`src/rtl/logic_gate_pkg.sv`:
```
// ----------------------------------------------------------------------------
// logic_gate_pkg
// Shared definitions for the logic_gate_array pipeline.
//   OP_W  : width of the opcode field carried with every transaction
//   op_e  : opcode encoding for the two-operand bitwise lane function
// ----------------------------------------------------------------------------
package logic_gate_pkg;

    localparam int OP_W = 3;

    typedef enum logic [OP_W-1:0] {
        OP_AND  = 3'd0,
        OP_OR   = 3'd1,
        OP_NAND = 3'd2,
        OP_NOR  = 3'd3,
        OP_XOR  = 3'd4,
        OP_XNOR = 3'd5,
        OP_NOT  = 3'd6,   // ~x1, x2 ignored
        OP_PASS = 3'd7    // x1, x2 ignored
    } op_e;

endpackage

```
`src/rtl/logic_gate_lane.sv`:
```
// ----------------------------------------------------------------------------
// logic_gate_lane
// Combinational WIDTH-bit bitwise logic for one lane.
//   op : opcode selecting the function
//   en : lane enable; a disabled lane always produces zero
//   x1 : operand 1
//   x2 : operand 2
//   y  : result
// ----------------------------------------------------------------------------
module logic_gate_lane
    import logic_gate_pkg::*;
#(
    parameter int WIDTH = 8
) (
    input  op_e              op,
    input  logic             en,
    input  logic [WIDTH-1:0] x1,
    input  logic [WIDTH-1:0] x2,
    output logic [WIDTH-1:0] y
);

    always_comb begin
        y = '0;
        // The enable is applied after the function so that inverting
        // opcodes (NAND/NOR/XNOR/NOT) cannot leak ones out of a masked lane.
        if (en) begin
            case (op)
                OP_AND:  y = x1 & x2;
                OP_OR:   y = x1 | x2;
                OP_NAND: y = ~(x1 & x2);
                OP_NOR:  y = ~(x1 | x2);
                OP_XOR:  y = x1 ^ x2;
                OP_XNOR: y = ~(x1 ^ x2);
                OP_NOT:  y = ~x1;
                OP_PASS: y = x1;
                default: y = '0;
            endcase
        end
    end

endmodule

```
`src/rtl/logic_gate_array.sv`:
```
// ----------------------------------------------------------------------------
// logic_gate_array
// CHANNELS independent lanes of WIDTH-bit bitwise logic behind a two-stage
// valid/ready pipeline, plus a wrapping count of completed output handshakes.
//   clock     : single clock, all state on the rising edge
//   reset     : asynchronous active-low reset
//   in_valid  : input transaction valid
//   in_ready  : pipeline can accept an input this cycle
//   in_op     : opcode (logic_gate_pkg::op_e encoding)
//   in_mask   : per-lane enable, bit c gates lane c
//   in_x1     : operand 1, lane c at [c*WIDTH +: WIDTH]
//   in_x2     : operand 2, same packing
//   out_valid : result valid
//   out_ready : downstream accepts the result
//   out_y     : result, same packing
//   out_op    : opcode that produced out_y
//   txn_count : output handshakes since reset, modulo 2^COUNT_W
// ----------------------------------------------------------------------------
module logic_gate_array
    import logic_gate_pkg::*;
#(
    parameter int WIDTH    = 8,
    parameter int CHANNELS = 4,
    parameter int COUNT_W  = 16
) (
    input  logic                      clock,
    input  logic                      reset,
    input  logic                      in_valid,
    output logic                      in_ready,
    input  logic [OP_W-1:0]           in_op,
    input  logic [CHANNELS-1:0]       in_mask,
    input  logic [CHANNELS*WIDTH-1:0] in_x1,
    input  logic [CHANNELS*WIDTH-1:0] in_x2,
    output logic                      out_valid,
    input  logic                      out_ready,
    output logic [CHANNELS*WIDTH-1:0] out_y,
    output logic [OP_W-1:0]           out_op,
    output logic [COUNT_W-1:0]        txn_count
);

    localparam int DATA_W = CHANNELS * WIDTH;

    // Stage 0: raw operands as accepted from the source
    logic                s0_valid_reg;
    op_e                 s0_op_reg;
    logic [CHANNELS-1:0] s0_mask_reg;
    logic [DATA_W-1:0]   s0_x1_reg;
    logic [DATA_W-1:0]   s0_x2_reg;

    // Stage 1: computed result, drives the outputs directly
    logic                s1_valid_reg;
    op_e                 s1_op_reg;
    logic [DATA_W-1:0]   s1_y_reg;

    logic [COUNT_W-1:0]  count_reg;

    logic                s0_ready;
    logic                s1_ready;
    logic                out_fire;
    logic [DATA_W-1:0]   lane_y;

    // ------------------------------------------------------------------
    // Ready chain. Each stage can take new data when it is empty or when
    // the stage after it is consuming its current contents, so S1 drains
    // and refills in the same cycle without a bubble.
    // ------------------------------------------------------------------
    assign s1_ready = !s1_valid_reg || out_ready;
    assign s0_ready = !s0_valid_reg || s1_ready;
    assign in_ready = s0_ready;
    assign out_fire = s1_valid_reg && out_ready;

    // ------------------------------------------------------------------
    // Lane logic sits between S0 and S1
    // ------------------------------------------------------------------
    generate
        for (genvar gi = 0; gi < CHANNELS; gi++) begin : g_lane
            logic_gate_lane #(
                .WIDTH (WIDTH)
            ) u_lane (
                .op (s0_op_reg),
                .en (s0_mask_reg[gi]),
                .x1 (s0_x1_reg[gi*WIDTH +: WIDTH]),
                .x2 (s0_x2_reg[gi*WIDTH +: WIDTH]),
                .y  (lane_y[gi*WIDTH +: WIDTH])
            );
        end
    endgenerate

    // ------------------------------------------------------------------
    // Stage 0 registers. While S0 can advance, its valid simply follows
    // in_valid, so a source dropping in_valid without a handshake is fine.
    // Payload only loads on a real handshake to keep toggling down.
    // ------------------------------------------------------------------
    always_ff @(posedge clock or negedge reset) begin
        if (!reset) begin
            s0_valid_reg <= 1'b0;
            s0_op_reg    <= OP_AND;
            s0_mask_reg  <= '0;
            s0_x1_reg    <= '0;
            s0_x2_reg    <= '0;
        end else if (s0_ready) begin
            s0_valid_reg <= in_valid;
            if (in_valid) begin
                s0_op_reg   <= op_e'(in_op);
                s0_mask_reg <= in_mask;
                s0_x1_reg   <= in_x1;
                s0_x2_reg   <= in_x2;
            end
        end
    end

    // ------------------------------------------------------------------
    // Stage 1 registers. Result and opcode only change when a new item
    // moves in, so they stay stable while stalled and keep the last value
    // when the pipeline runs empty.
    // ------------------------------------------------------------------
    always_ff @(posedge clock or negedge reset) begin
        if (!reset) begin
            s1_valid_reg <= 1'b0;
            s1_op_reg    <= OP_AND;
            s1_y_reg     <= '0;
        end else if (s1_ready) begin
            s1_valid_reg <= s0_valid_reg;
            if (s0_valid_reg) begin
                s1_op_reg <= s0_op_reg;
                s1_y_reg  <= lane_y;
            end
        end
    end

    // ------------------------------------------------------------------
    // Completed-transaction counter, wraps silently
    // ------------------------------------------------------------------
    always_ff @(posedge clock or negedge reset) begin
        if (!reset) begin
            count_reg <= '0;
        end else if (out_fire) begin
            count_reg <= count_reg + 1'b1;
        end
    end

    assign out_valid = s1_valid_reg;
    assign out_y     = s1_y_reg;
    assign out_op    = s1_op_reg;
    assign txn_count = count_reg;

endmodule

```
`config.mk`:
```
export PLATFORM = sky130hd
export DESIGN_NAME = logic_gate_array
export DESIGN_NICKNAME = d
export VERILOG_FILES = /design/src/rtl/logic_gate_pkg.sv /design/src/rtl/logic_gate_lane.sv /design/src/rtl/logic_gate_array.sv
export SDC_FILE = /design/constraint.sdc
export NUM_CORES = 1
export LEC_CHECK = 0
export BUFFER_PORTS_ARGS = -buffer_cell sky130_fd_sc_hd__buf_2
export CORE_UTILIZATION = 40
export DETAILED_ROUTE_END_ITERATION = 10
export PLACE_DENSITY = 0.64
export SYNTH_ARGS = -nofsm -noshare
export SYNTH_HDL_FRONTEND = slang
export SYNTH_SLANG_ARGS = --single-unit
```
`constraint.sdc`:
```
create_clock -name clock -period 1.36 [get_ports clock]
set_input_delay 0.34 -clock clock [delete_from_list [all_inputs] [get_ports clock]]
set_output_delay 0.34 -clock clock [all_outputs]
set_load 0.02 [all_outputs]
```
==> insert_results.sql, run 1 <==
INSERT INTO impl_metrics (metric_group, metric, value, unit) VALUES
('timing', 'maxClockFrequency', '598', 'MHz'),
('worst_setup_path', 'critPathArrivalTime', '1.99', 'ns'),
('timing', 'hold_viol_final', '0', ''),
('place', 'dp_cells', '1204', ''),
('yosys', 'synth_enable_flop_cells', '0', ''),
('die', 'die_x', '143', 'um'),
('timing', 'relSlewSlack', '0.641', ''),
('die', 'initial_standard_cell_utilization_of_the_core', '0.409', ''),
('yosys', 'synth-main-ff-cell', 'dfrtp_1', ''),
('clocking', 'worst_setup_hold_path_clk_slew', '0.06', 'ns'),
('timing', 'skew', '0.0112', 'ns'),
('timing', 'fin_ws', '-0.312', 'ns'),
('drt', 'ant_nets', '0', ''),
('status', 'failed_checks', 'negative setup slack', ''),
('timing', 'final_min_period_over_clock_period', '1.23', ''),
('place', 'post-dp-hpwl', '13700', 'um'),
('yosys', 'synth_nets', '904', ''),
('worst_setup_path', 'crit_top_cell', 'buf_12', ''),
('layout', 'layout-drive-gt1-share', '0.444', ''),
('layout', 'antenna_diode_count', '0', ''),
('worst_setup_path', 'cp-end-kind', 'flop', ''),
('drt', 'dr_total_vias', '6900', ''),
('worst_setup_path', 'cell_with_the_largest_stage_delay_on_the_worst_path', 'dfrtp_4', ''),
('grt', 'grt_max_degree', '53', ''),
('clocking', 'cts_root_buffer', 'clkbuf_16', ''),
('yosys', 'synth_area_per_cell', '10.4', 'um^2'),
('timing', 'post-route-min-period', '1.67', 'ns'),
('power', 'power_leakage', '5.69', 'nW'),
('place', 'placement.io_buffers', '127', ''),
('worst_setup_path', 'timing.reg2reg.worst_path_depth', '6', ''),
('grt', 'grt_use_total', '0.229', ''),
('job', 'maxCapViolCount', '0', ''),
('layout', 'final_common_cell', 'buf_4', ''),
('worst_setup_path', 'timing.rr.end', 'out_y[5]', ''),
('worst_setup_path', 'reg2reg_setup_slack', '-0.31', 'ns'),
('worst_hold_path', 'hold_worst_path_end', 's0_x2_reg[22]', ''),
('layout', 'syn2layout_area_growth', '48.6', '%'),
('worst_setup_path', 'worst-path-max-fanout', '7', ''),
('die', 'chipHeight', '143', 'um'),
('worst_hold_path', 'min_delay_path_depth', '2', ''),
('worst_setup_path', 'critPathLaunchType', 'flop', ''),
('worst_hold_path', 'holdCritPathClass', 'primary input to flop', ''),
('worst_setup_path', 'path_cells', 'buf_12, buf_12, xor2_2, a21oi_2, o211ai_1, a32o_1', ''),
('yosys', 'count_of_synthesis_stage_warnings_from_yosys', '0', ''),
('timing', 'max_slew.worst_pin.slew', '0.539', 'ns'),
('worst_setup_path', 'worstSetupPathType', 'flop to flop', ''),
('timing', 'totalNegativeSetupSlack', '-16.98', 'ns'),
('clocking', 'cts.sink_count', '124', ''),
('worst_setup_path', 'critical-path-max-stage-delay', '0.52', 'ns'),
('timing', 'setup_viol', '116', ''),
('clocking', 'worst_skew_pair.late_latency', '0.43', 'ns'),
('layout', 'layout_common_cells', '124 x buf_4, 108 x dfrtp_1, 103 x buf_2, 68 x nand2_1, 66 x inv_1', ''),
('yosys', 'netlist_instances', '764', ''),
('clocking', 'cts_buffer_depth', '2', ''),
('drt', 'first_iter_violations', '234', ''),
('die', 'pin_count', '128', ''),
('yosys', 'synth.yosys.seq_area_share', '0.390', ''),
('power', 'power.ir.vdd_worst', '1.39', 'mV'),
('status', 'status', 'finished with violations', ''),
('die', 'floorplan.core_area', '19500', 'um^2'),
('grt', 'grt_pass1_wl', '35500', 'um'),
('place', 'final_estimated_routing_congestion_in_global_placement', '0.778', ''),
('grt', 'grt_antenna_before_repair', '2', ''),
('yosys', 'netlist_area', '7960', 'um^2'),
('worst_setup_path', 'crit_path_max_delay_family', 'compound AO/OA/AOI/OAI gates', ''),
('worst_setup_path', 'startpoint', 's0_op_reg[0]', ''),
('clocking', 'cts_tree', 'built', ''),
('clocking', 'cts_buffers', '17', ''),
('power', 'p_per_area', '1440', 'nW/um^2'),
('die', 'cell_row_count', '51', ''),
('grt', 'global_route.overflow_total', '0', '');
==> cell families after synthesis <==
family	Yosys count	synth area share
adders and majority gates	65	0.102
DFF	124	0.390
muxes	75	0.106
xor gates and xnor gates	79	0.0869
and+or+nand+nor	169	0.116
buffers and inverters	124	0.0733
AOI/OAI and AO/OA	128	0.126
==> worst max-delay path by stage <==
stage,end,slack [ns],cells past startpoint
CTS,out_y[5],-0.28,6
floorplan,s0_mask_reg[0],-0.18,4
global route,out_y[25],-0.34,6
finish,out_y[5],-0.31,6
detailed placement,out_y[25],-0.44,4
global placement,out_y[16],-0.39,5
==> per-layer routing <==
metal,share of wire,GRT usage,routed length (um),up-vias
met4,0.026,0.0990,611,2
met3,0.057,0.0597,1340,46
met5,0.00055,0,13,-
li1,-,-,-,3229
met2,0.49,0.391,11700,209
met1,0.42,0.271,10000,3414
==> power by group <==
| group | leakage [nW] | switching [mW] | total, mW | internal, mW |
|---|---|---|---|---|
| Sequential | 1.49 | 0.508 | 4.91 | 4.41 |
| Clock | 0.296 | 1.76 | 4.78 | 3.02 |
| Combinational | 3.91 | 3.44 | 7.34 | 3.90 |
==> cell usage after synthesis, types with 35 or more instances <==
library cell,number,area (um^2)
dfrtp_1,124,3100
ha_1,65,813
inv_1,66,248
mux2_2,75,845
nand2_1,70,263
nand2b_1,35,219
xnor2_1,43,377
xor2_1,36,315
==> repair_timing <==
item / in CTS / in global routing
gates resized for setup: 63 / 129
endpoints found under the hold margin: 18 / 0
setup endpoints to repair: 103 / 137
pin swaps: 25 / 47
hold buffers: 1 / 0
gates cloned: 11 / 4
setup buffers: 46 / 25
==> through the flow <==
| stage | area, um^2 | total power, mW | hold WS, ns | setup WS (ns) |
|---|---|---|---|---|
| 3_5_place_dp | 9580 | 10.6 | 0.227 | -0.440 |
| 2_1_floorplan | 8010 | 8.59 | 0.0444 | -0.183 |
| 6_report | 11800 | 17.0 | 0.134 | -0.312 |
| 5_1_grt | 11800 | 17.9 | 0.124 | -0.341 |
| 4_1_cts | 11100 | 16.4 | 0.122 | -0.281 |
| 3_3_place_gp | 9580 | 10.4 | 0.232 | -0.392 |
==> worst reg2reg max path: stages (launching register included) <==
cell,delay [ns]
dfrtp_4,0.52
buf_12,0.17
buf_12,0.14
xor2_2,0.18
a21oi_2,0.16
o211ai_1,0.12
a32o_1,0.27
==> final cells by class <==
class                      count  area [um^2]
timing repair buffer         311         2770
clock inverter                10          138
tap                          265          332
inverter                      66          248
clock buffer                  22          474
sequential                   124         3130
multi-input combinational    518         4740
fill                        1541         7630
Note: power is estimated with default switching activity, not from simulation.
==> run 2, diff against run 1 <==
RECOVER_POWER = 50   (was unset)
==> run 2 against run 1 <==
Clock power about the same; core utilization down 0.17 points; combinational power about the same; critical path type unchanged; the flow still finishes with violations (negative setup slack); sequential share of layout area up 0.073 points; maximum frequency about the same; clock-buffer cell count unchanged; first-iteration DRC count up 5.1%; worst setup slack about the same.
==> insert_results.sql, run 2 (synthesis results as in run 1) <==
INSERT INTO impl_metrics (metric_group, metric, value, unit) VALUES
('die', 'initial_standard_cell_utilization_of_the_core', '0.409', ''),
('grt', 'grt_use_total', '0.229', ''),
('worst_setup_path', 'timing.reg2reg.worst_path_depth', '6', ''),
('layout', 'fin_nets', '1178', ''),
('layout', 'final_common_cell', 'buf_4', ''),
('drt', 'first_iter_violations', '246', ''),
('timing', 'number_of_slew_limit_violations_in_the_final_report', '0', ''),
('worst_setup_path', 'critPathLaunchType', 'flop', ''),
('timing', 'post-route-min-period', '1.67', 'ns'),
('clocking', 'worst_setup_hold_path_clk_slew', '0.06', 'ns'),
('place', 'dpl-instance-area', '9580', 'um^2'),
('power', 'p_per_area', '1440', 'nW/um^2'),
('timing', 'setup_viol', '116', ''),
('drt', 'ant_nets', '0', ''),
('layout', 'syn2layout_area_growth', '48.2', '%'),
('grt', 'grt_max_degree', '53', ''),
('clocking', 'cts_tree', 'built', ''),
('worst_setup_path', 'worstSetupPathType', 'flop to flop', ''),
('grt', 'global_route.overflow_total', '0', ''),
('timing', 'fin_ws', '-0.312', 'ns'),
('die', 'chipHeight', '143', 'um'),
('drt', 'routed_wl', '23700', 'um'),
('worst_setup_path', 'critPathArrivalTime', '1.99', 'ns'),
('drt', 'remaining_drc_errors', '0', ''),
('place', 'post-dp-hpwl', '13700', 'um'),
('die', 'floorplan.core_area', '19500', 'um^2'),
('timing', 'max_slew.worst_pin.slew', '0.702', 'ns'),
('clocking', 'cts_buffers', '17', ''),
('worst_hold_path', 'holdCritPathClass', 'primary input to flop', ''),
('status', 'status', 'finished with violations', ''),
('worst_hold_path', 'min_delay_path_depth', '2', ''),
('grt', 'grt_pass1_wl', '35500', 'um'),
('die', 'cell_row_count', '51', ''),
('grt', 'grt_antenna_before_repair', '2', ''),
('layout', 'num-fill-cells', '1544', ''),
('place', 'preCtsSetupSlack', '-0.440', 'ns'),
('clocking', 'cts.sink_count', '124', ''),
('clocking', 'cts_root_buffer', 'clkbuf_16', ''),
('clocking', 'worst_skew_pair.late_latency', '0.43', 'ns'),
('layout', 'layout_common_cells', '124 x buf_4, 108 x dfrtp_1, 103 x buf_2, 68 x nand2_1, 66 x inv_1', ''),
('power', 'design_power_total', '17.0', 'mW'),
('layout', 'layout-drive-gt1-share', '0.444', ''),
('place', 'placement.io_buffers', '127', ''),
('die', 'die_area', '20500', 'um^2'),
('timing', 'grt_setup_unrepaired', 'true', ''),
('worst_setup_path', 'crit_required', '1.68', 'ns'),
('timing', 'maxClockFrequency', '598', 'MHz'),
('grt', 'first_global_vias', '6849', ''),
('clocking', 'cts_buffer_depth', '2', ''),
('timing', 'relSlewSlack', '0.532', ''),
('die', 'pin_count', '128', ''),
('timing', 'totalNegativeSetupSlack', '-16.77', 'ns'),
('worst_setup_path', 'cp-end-kind', 'flop', ''),
('drt', 'vias_per_cell', '5.26', ''),
('drt', 'dr_total_vias', '6918', ''),
('drt', 'wl_per_cell', '18.0', 'um'),
('job', 'maxCapViolCount', '0', ''),
('worst_setup_path', 'worst-path-max-fanout', '7', ''),
('status', 'failed_checks', 'negative setup slack', ''),
('layout', 'antenna_diode_count', '0', ''),
('drt', 'drt_pre_antenna_iters', '5', ''),
('timing', 'final_min_period_over_clock_period', '1.23', ''),
('layout', 'final_design_area_no_fill', '11800', 'um^2'),
('clocking', 'htree_levels', '4', ''),
('layout', 'finish.utilization', '0.606', ''),
('power', 'power.ir.vdd_worst', '1.39', 'mV'),
('place', 'final_estimated_routing_congestion_in_global_placement', '0.778', ''),
('die', 'die_x', '143', 'um'),
('timing', 'hold_viol_final', '0', ''),
('power', 'power_leakage', '5.68', 'nW'),
('timing', 'skew', '0.0120', 'ns');
run 2: timing repair:
action                     CTS  global route
gates resized for setup     63           129
hold endpoints to repair    18             0
pin swaps                   25            47
gates cloned                11             4
hold buffers                 1             0
setup endpoints to repair  103           137
setup buffers               46            25
run 2: final timing paths:
path	start	to	slack (ns)
max	s0_op_reg[0]	out_y[5]	-0.31
min	in_x2[22]	s0_x2_reg[22]	0.13
max reg2reg	s0_op_reg[0]	out_y[5]	-0.31
min reg2reg	txn_count[15]	txn_count[15]	0.48
max in group asynchronous	reset	s0_op_reg[0]	0.14
min in group asynchronous	reset	s0_x1_reg[3]	0.50
run 2: layout make-up:
type,instances,area (um^2),area share
Multi-Input combinational cell,518,4740,0.402
Sequential cell,124,3130,0.265
Timing Repair Buffer,311,2730,0.232
Clock buffer,22,474,0.0402
Tap cell,265,332,0.0281
Inverter,66,248,0.0210
Clock inverter,10,138,0.0117
run 2: per-layer routing:
| metal | up-vias | track usage | share of wire |
|---|---|---|---|
| met4 | 2 | 0.0990 | 0.026 |
| met1 | 3442 | 0.271 | 0.42 |
| met2 | 203 | 0.391 | 0.49 |
| met3 | 47 | 0.0597 | 0.060 |
| li1 | 3224 | - | - |
| met5 | - | 0 | 0.00055 |
run 2: report_power, final:
group / switching (mW) / internal, mW / total, mW
combinational: 3.44 / 3.89 / 7.33
sequential: 0.508 / 4.41 / 4.91
clock: 1.76 / 3.02 / 4.78
run 2: stage by stage:
stage	instances	hold WS [ns]
floorplan	764	0.0444
global placement	1204	0.232
detailed placement	1204	0.227
CTS	1294	0.122
global route	1316	0.124
finish	1316	0.135
run 2: worst max-delay path, stage by stage (launching register included):
cell and delay [ns]:
dfrtp_4 0.52, buf_12 0.17, buf_12 0.14, xor2_2 0.17, a21oi_2 0.16, o211ai_1 0.12
a32o_1 0.27
